## src/rtl/layer_serializer.sv

```systemverilog
// Parallel-to-serial bridge between MLP layers: captures a full output
// vector and replays it one word per cycle, with a one-deep pending slot.
module layer_serializer #(
  parameter int NN        = 10,
  parameter int dataWidth = 16
) (
  input  logic                    clk,
  input  logic                    rst,
  input  logic [NN-1:0]           in_valid,
  input  logic [NN*dataWidth-1:0] in_data,
  output logic [dataWidth-1:0]    x_out,
  output logic                    x_valid,
  output logic                    busy,
  output logic                    overrun,
  output logic                    valid_mismatch
);

  localparam int IW = (NN > 1) ? $clog2(NN) : 1;
  localparam logic [IW-1:0] LAST = IW'(NN - 1);
  localparam logic [0:0] IDLE = 1'b0;
  localparam logic [0:0] SEND = 1'b1;

  logic [0:0]              state, state_n;
  logic [NN*dataWidth-1:0] active, active_n;
  logic [NN*dataWidth-1:0] pending, pending_n;
  logic                    pend_v, pend_n;
  logic [IW-1:0]           idx, idx_n;
  logic                    ovr_n, mm_n;
  logic                    capture;
  logic [dataWidth-1:0]    word_n;

  assign capture = &in_valid;
  assign busy    = (state == SEND);

  always_comb begin
    state_n   = state;
    active_n  = active;
    pending_n = pending;
    pend_n    = pend_v;
    idx_n     = idx;
    ovr_n     = overrun;
    mm_n      = valid_mismatch | (|in_valid & ~capture);
    case (state)
      IDLE: begin
        if (capture) begin
          active_n = in_data;
          idx_n    = '0;
          state_n  = SEND;
        end
      end
      default: begin
        if (idx != LAST) begin
          idx_n = idx + 1'b1;
          if (capture) begin
            if (!pend_v) begin
              pending_n = in_data;
              pend_n    = 1'b1;
            end else begin
              ovr_n = 1'b1;
            end
          end
        end else if (pend_v) begin
          // Queued vector follows with no bubble; a coincident capture refills the slot.
          active_n = pending;
          idx_n    = '0;
          if (capture) pending_n = in_data;
          else pend_n = 1'b0;
        end else if (capture) begin
          active_n = in_data;
          idx_n    = '0;
        end else begin
          idx_n   = '0;
          state_n = IDLE;
        end
      end
    endcase
    word_n = active_n[idx_n*dataWidth +: dataWidth];
  end

  always_ff @(posedge clk) begin
    if (rst) begin
      state          <= IDLE;
      active         <= '0;
      pending        <= '0;
      pend_v         <= 1'b0;
      idx            <= '0;
      overrun        <= 1'b0;
      valid_mismatch <= 1'b0;
      x_valid        <= 1'b0;
      x_out          <= '0;
    end else begin
      state          <= state_n;
      active         <= active_n;
      pending        <= pending_n;
      pend_v         <= pend_n;
      idx            <= idx_n;
      overrun        <= ovr_n;
      valid_mismatch <= mm_n;
      x_valid        <= (state_n == SEND);
      x_out          <= (state_n == SEND) ? word_n : '0;
    end
  end

endmodule

```

## config.mk

```make
export PLATFORM = sky130hd
export DESIGN_NAME = layer_serializer
export DESIGN_NICKNAME = d
export VERILOG_FILES = /design/src/rtl/layer_serializer.sv
export SDC_FILE = /design/constraint.sdc
export NUM_CORES = 1
export LEC_CHECK = 0
export CAP_MARGIN = 20
export CORE_ASPECT_RATIO = 2
export CORE_MARGIN = 4
export CORE_UTILIZATION = 45
export CTS_BUF_LIST = sky130_fd_sc_hd__clkbuf_8
export DETAILED_ROUTE_END_ITERATION = 8
export GPL_ROUTABILITY_DRIVEN = 0
export HOLD_SLACK_MARGIN = 0.02
export MAX_ROUTING_LAYER = met4
export PLACE_DENSITY_LB_ADDON = 0.15
export SYNTH_ARGS = -nofsm -noshare
export SYNTH_HDL_FRONTEND = slang
export SYNTH_SLANG_ARGS = --single-unit
```

## constraint.sdc

```tcl
create_clock -name clk -period 6.3 [get_ports clk]
set_input_delay 1.575 -clock clk [delete_from_list [all_inputs] [get_ports clk]]
set_output_delay 1.575 -clock clk [all_outputs]
set_load 0.005 [all_outputs]
```

; ---- Word level (Yosys, flattened, before mapping)
; Cells that the tools add are included.
[op_classes]
n_shift = 1
reduce_logical = 7
add_sub_neg = 1
eq_ne = 3
n_mux = 19
n_bitwise = 4
[ops]
columns = operator, n
row1 = 2-to-1 mux 160 bit, 9
row2 = variable part select 160 x 9 -> 16 bit, 1
row3 = AND reduction 13 bit, 2
row4 = 2-to-1 mux 4 bit, 3
row5 = AND reduction 10 bit, 1
row6 = OR reduction 10 bit, 1
row7 = 2-to-1 mux 1 bit, 7
row8 = "adder 4 x 1 -> 4 bit, second input constant", 1
row9 = "inequality test 2 bit, second input constant", 2
row10 = "inequality test 4 bit, second input constant", 1
row11 = inverter 1 bit, 2
row12 = AND reduction 2 bit, 1
row13 = nonzero test 2 bit, 1
row14 = OR reduction 2 bit, 1
row15 = bitwise AND 1 bit, 1
row16 = OR 1 bit, 1
[totals]
in_bits = 172
register_bits = 344
out_inout_bits = 20
word_cells = 43

; ---- Logic depth before layout (Yosys ltp)
[depth]
ltp_word = 7
depth_mapped = 12
ltp_nobuf = 9

; ---- Worst setup path before layout
; Ideal clock, no wire load.
[synth_path]
path_kind = input -> register
from = in in_valid[0]
to = reg x_out[0]
n_path_buf = 2
t_arrival_ps = 3089
setup_time_ps = 134
stages = 9
slack_ps = 3077
required_time_ps = 6166
cell_sequence = and4_1 > nand3_2 > a21o_4 > buf_6 > buf_6 > a222oi_1 > nand2_1 > a32oi_1 > o211ai_1
[synth_between]
elab_chain_len = 7
word_cells_on_any_way = 14
classes_between = shift: 1 / mux: 10 / bitwise: 1 / reduce/logical: 2
[synth_lines]
columns = element, line_no
row1 = start: declaration, 9  ; input logic [NN-1:0] in_valid,
row2 = AND reduction 10 bit (*), 32  ; assign capture = &in_valid;
row3 = branches (longest 6 deep; another with 2-to-1 mux 160 bit), --
row4 = end signal: assignment, 100  ; x_out <= (state_n == SEND) ? word_n : '0;
row5 = end: declaration, 11  ; output logic [dataWidth-1:0] x_out,
; Mark *: on every way between the ends.
; A chain may end at the register's enable or synchronous reset.

; ---- Worst setup path in the final report
[layout_path]
from = in in_valid[1]
to = reg x_out[15]
; Same word-level chain as after synthesis.

==> results.json <==
{
  "status": "completed",
  "post-route-period-util_pct": 64.1,
  "cp_cell_sequence": "clkdlybuf4s50_1, and4_1, nand3_2, a21o_4, buf_12, a222oi_1, a211oi_1, a221oi_1, o211ai_1",
  "cts_resized": 0,
  "synth_cell_types": 54,
  "startpoint": "in_valid[1]",
  "pre_cts_ws_ns": 1.73,
  "swShare_pct": 21.7,
  "drtAntennaViolNets": 0,
  "p_comb_share_pct": 4.2,
  "path_depth": 9,
  "r2r-end": "x_out[3]",
  "setup_tns_ns": 0,
  "synth_cells": 1676,
  "vias": 12900,
  "critPathBufInv": 2,
  "critPathSlowestCell": "a21o_4",
  "cp-end-kind": "flip-flop",
  "intPower_w": 0.00337,
  "finalCriticalPeriod_ns": 4.04,
  "clk_pin_slew_worst_paths_ns": 0.06,
  "finClkSkew_ns": 0.0256,
  "max_freq_ghz": 0.248,
  "rsz0062_at_grt": "false",
  "r2r_slack_ns": 3.02,
  "synth_top_family_by_area": "compound AO/OA/AOI/OAI gates",
  "syn_to_final_growth_pct": 22.6,
  "cp-endpoint": "x_out[15]",
  "antenna_found_initial": 1,
  "power_w": 0.00431,
  "maxCapViolations": 0,
  "drt_iter0_markers": 1378,
  "setup_viol": 0,
  "ys_warn_count": 0,
  "synth_edf_count": 0,
  "criticalPathCategory": "in2reg",
  "syn-num-nets": 1850,
  "clkLatencyLatePin_ns": 0.60,
  "nNetsFinal": 1954,
  "seq_power_share_pct": 50.5,
  "power_switching_w": 0.000935,
  "hpwl_mm": 29.9,
  "track_usage_pct": 26.0,
  "ctsHoldBuffers": 0,
  "async_flop_share_pct": 0,
  "ys_seq_elements": 344,
  "root_buffer": "clkbuf_8",
  "grt_pass1_vias": 11900,
  "cts_buffers": 49,
  "synthMuxAreaShare_pct": 0.374,
  "r2r-start": "idx[1]",
  "fp.dieH_um": 255,
  "std_cell_rows": 90,
  "ys_seq_area_share_pct": 50.3,
  "startpoint_type": "primary input",
  "grt_pass1_wl_mm": 67.7,
  "routedWlPerCell_um": 20.3,
  "syn_area_um2": 13700,
  "hold_viol": 0,
  "worst_slack_ns": 2.26,
  "die_w_um": 131,
  "fill_cells": 2783,
  "reg2regPathDepth": 9,
  "worstHoldPathCells": 2,
  "wl_mm": 44.4,
  "cp.required_ns": 6.73,
  "fin_area_um2": 16800,
  "die-area_um2": 33500,
  "io-pin-count": 192,
  "critical-path-top-delay-family": "compound AO/OA/AOI/OAI gates",
  "ir_drop_mv": 0.166,
  "synthAdderAreaFrac_pct": 0.183,
  "worstPathMaxFanout": 76,
  "clock_path_buffers": 3,
  "h-tree-depth": 2,
  "tightest_slew_ns": 1.03,
  "placed_area_um2": 15700,
  "first_pass_iters": 7,
  "grt_max_degree": 185,
  "p_clk_share_pct": 45.3,
  "max_stage_delay_ns": 0.53,
  "post_cts_buffers": 0,
  "synth-compound-area-share_pct": 26.4,
  "power.density_nw_per_um2": 256,
  "drive_above_1_share_pct": 6.11,
  "max_slew_margin_pct": 31.5,
  "ys.flop_type": "dfxtp_1",
  "tritoncts": "built",
  "hold_class": "reg2reg",
  "coreArea_um2": 30100,
  "drc": 0,
  "worstPathArrival_ns": 4.47,
  "portBuffers": 191,
  "p_leak_nw": 5.61,
  "clock_sinks": 344,
  "synthXorXnorAreaFrac_pct": 0.0639,
  "initial_core_util_pct": 45.6,
  "viasPerCell": 5.92,
  "drv_slew": 0,
  "yosys.area_share.simple_pct": 17.6,
  "syn_avg_cell_area_um2": 8.18,
  "grt.overflow.total": 0
}
==> through the flow <==
stage	hold WS (ns)	util (%)	instances
after floorplan	0.431	-	1676
after global placement	0.437	52.2	2097
after detailed placement	0.443	52.2	2097
after CTS	0.452	55.9	2184
after global routing	0.465	55.9	2185
final	0.450	55.9	2185
==> kinds of logic (layout without fill, tap and decap cells) <==
logic type / count (synthesis) / count (layout)
flip-flops: 344 / 344
AO/OA/AOI/OAI: 556 / 556
XOR/XNOR: 1 / 1
adder cells (fa/ha/maj): 2 / 2
other: 0 / 1
buffers and inverters: 160 / 300
multiplexers: 5 / 5
AND/OR/NAND/NOR: 608 / 608
==> cell type report <==
type / instances / area, um2 / area share, %
clock buffers: 66 / 908 / 5.41
flip-flops and latches: 344 / 6890 / 41.0
diodes: 1 / 2.50 / 0.0149
clock inverters: 21 / 196 / 1.17
well taps: 368 / 460 / 2.74
multi-input cells: 1172 / 6170 / 36.8
repair buffers: 210 / 2160 / 12.9
inverters: 3 / 11.3 / 0.0670
==> power by group through the flow <==
stage | Clock [W] | Sequential, W | Combinational [W]
after floorplan | 0 | 0.00222 | 0.0000360
after global placement | 0 | 0.00223 | 0.000182
after detailed placement | 0 | 0.00223 | 0.000182
after CTS | 0.00198 | 0.00218 | 0.000183
after global routing | 0.00208 | 0.00217 | 0.000192
final | 0.00195 | 0.00218 | 0.000182
==> Yosys cell counts, drive strengths merged, types with 4 or more instances <==
cell	number	area share, %
nand2	397	11
dfxtp	344	50
a21oi	280	10
nor2	151	4.2
clkbuf	92	2.5
a222oi	72	5.3
buf	65	2.5
a22oi	40	2.2
o21ai	30	1.1
nor3	26	0.99
o22ai	26	1.2
a31oi	18	0.82
a22o	16	1.0
o211ai	16	0.88
a32oi	14	0.89
o31ai	12	0.66
a311oi	11	0.70
nand3	9	0.37
a211oi	5	0.27
nor4	5	0.23
o22a	5	0.32
a221oi	4	0.26
mux2i	4	0.29
==> placed cells by master, fill, tap and decap left out, types with 5 or more instances in the layout <==
master,count
a31oi_1,18
a22o_1,16
clkbuf_8,66
a32oi_1,14
nor2_1,149
nand2_1,397
buf_4,11
o22ai_1,25
nor3_1,25
o21ai_0,29
inv_1,13
a222oi_1,72
o211ai_1,16
a21oi_1,278
dfxtp_1,344
a311oi_1,11
o31ai_1,12
a22oi_1,40
nor4_1,5
clkdlybuf4s50_1,190
a211oi_1,5
buf_12,8
nand3_1,7
==> worst min-delay path by stage <==
stage                               to  slack (ns)          from
final                     pending[115]        0.45  pending[115]
after global routing      pending[121]        0.46  pending[121]
after CTS                  pending[43]        0.45   pending[43]
after detailed placement   pending[43]        0.44   pending[43]
after global placement      pending[2]        0.44    pending[2]
after floorplan             pending[0]        0.43    pending[0]
==> sequential cells by signal (all words and copies together) (netlist names) <==
name / flops
busy: 1
active: 160
x_out: 16
overrun: 1
idx: 4
pending: 160
pend_v: 1
valid_mismatch: 1
==> worst min-delay path: cells and delay by family, from the launching register on <==
kind	cells	cell delay [ns]
DFF	1	0.31
AOI/OAI and AO/OA	1	0.05
and+or+nand+nor	1	0.05
==> per-layer routing <==
metal  up-vias  routed length [um]  track usage [%]
li1       6201                   -                -
met1      6144               17500             31.3
met2       502               22300             43.5
met3        98                2670             3.89
met4         0                2010             11.8
met5         -                   0                -
Note: power is estimated with default switching activity, not from simulation.
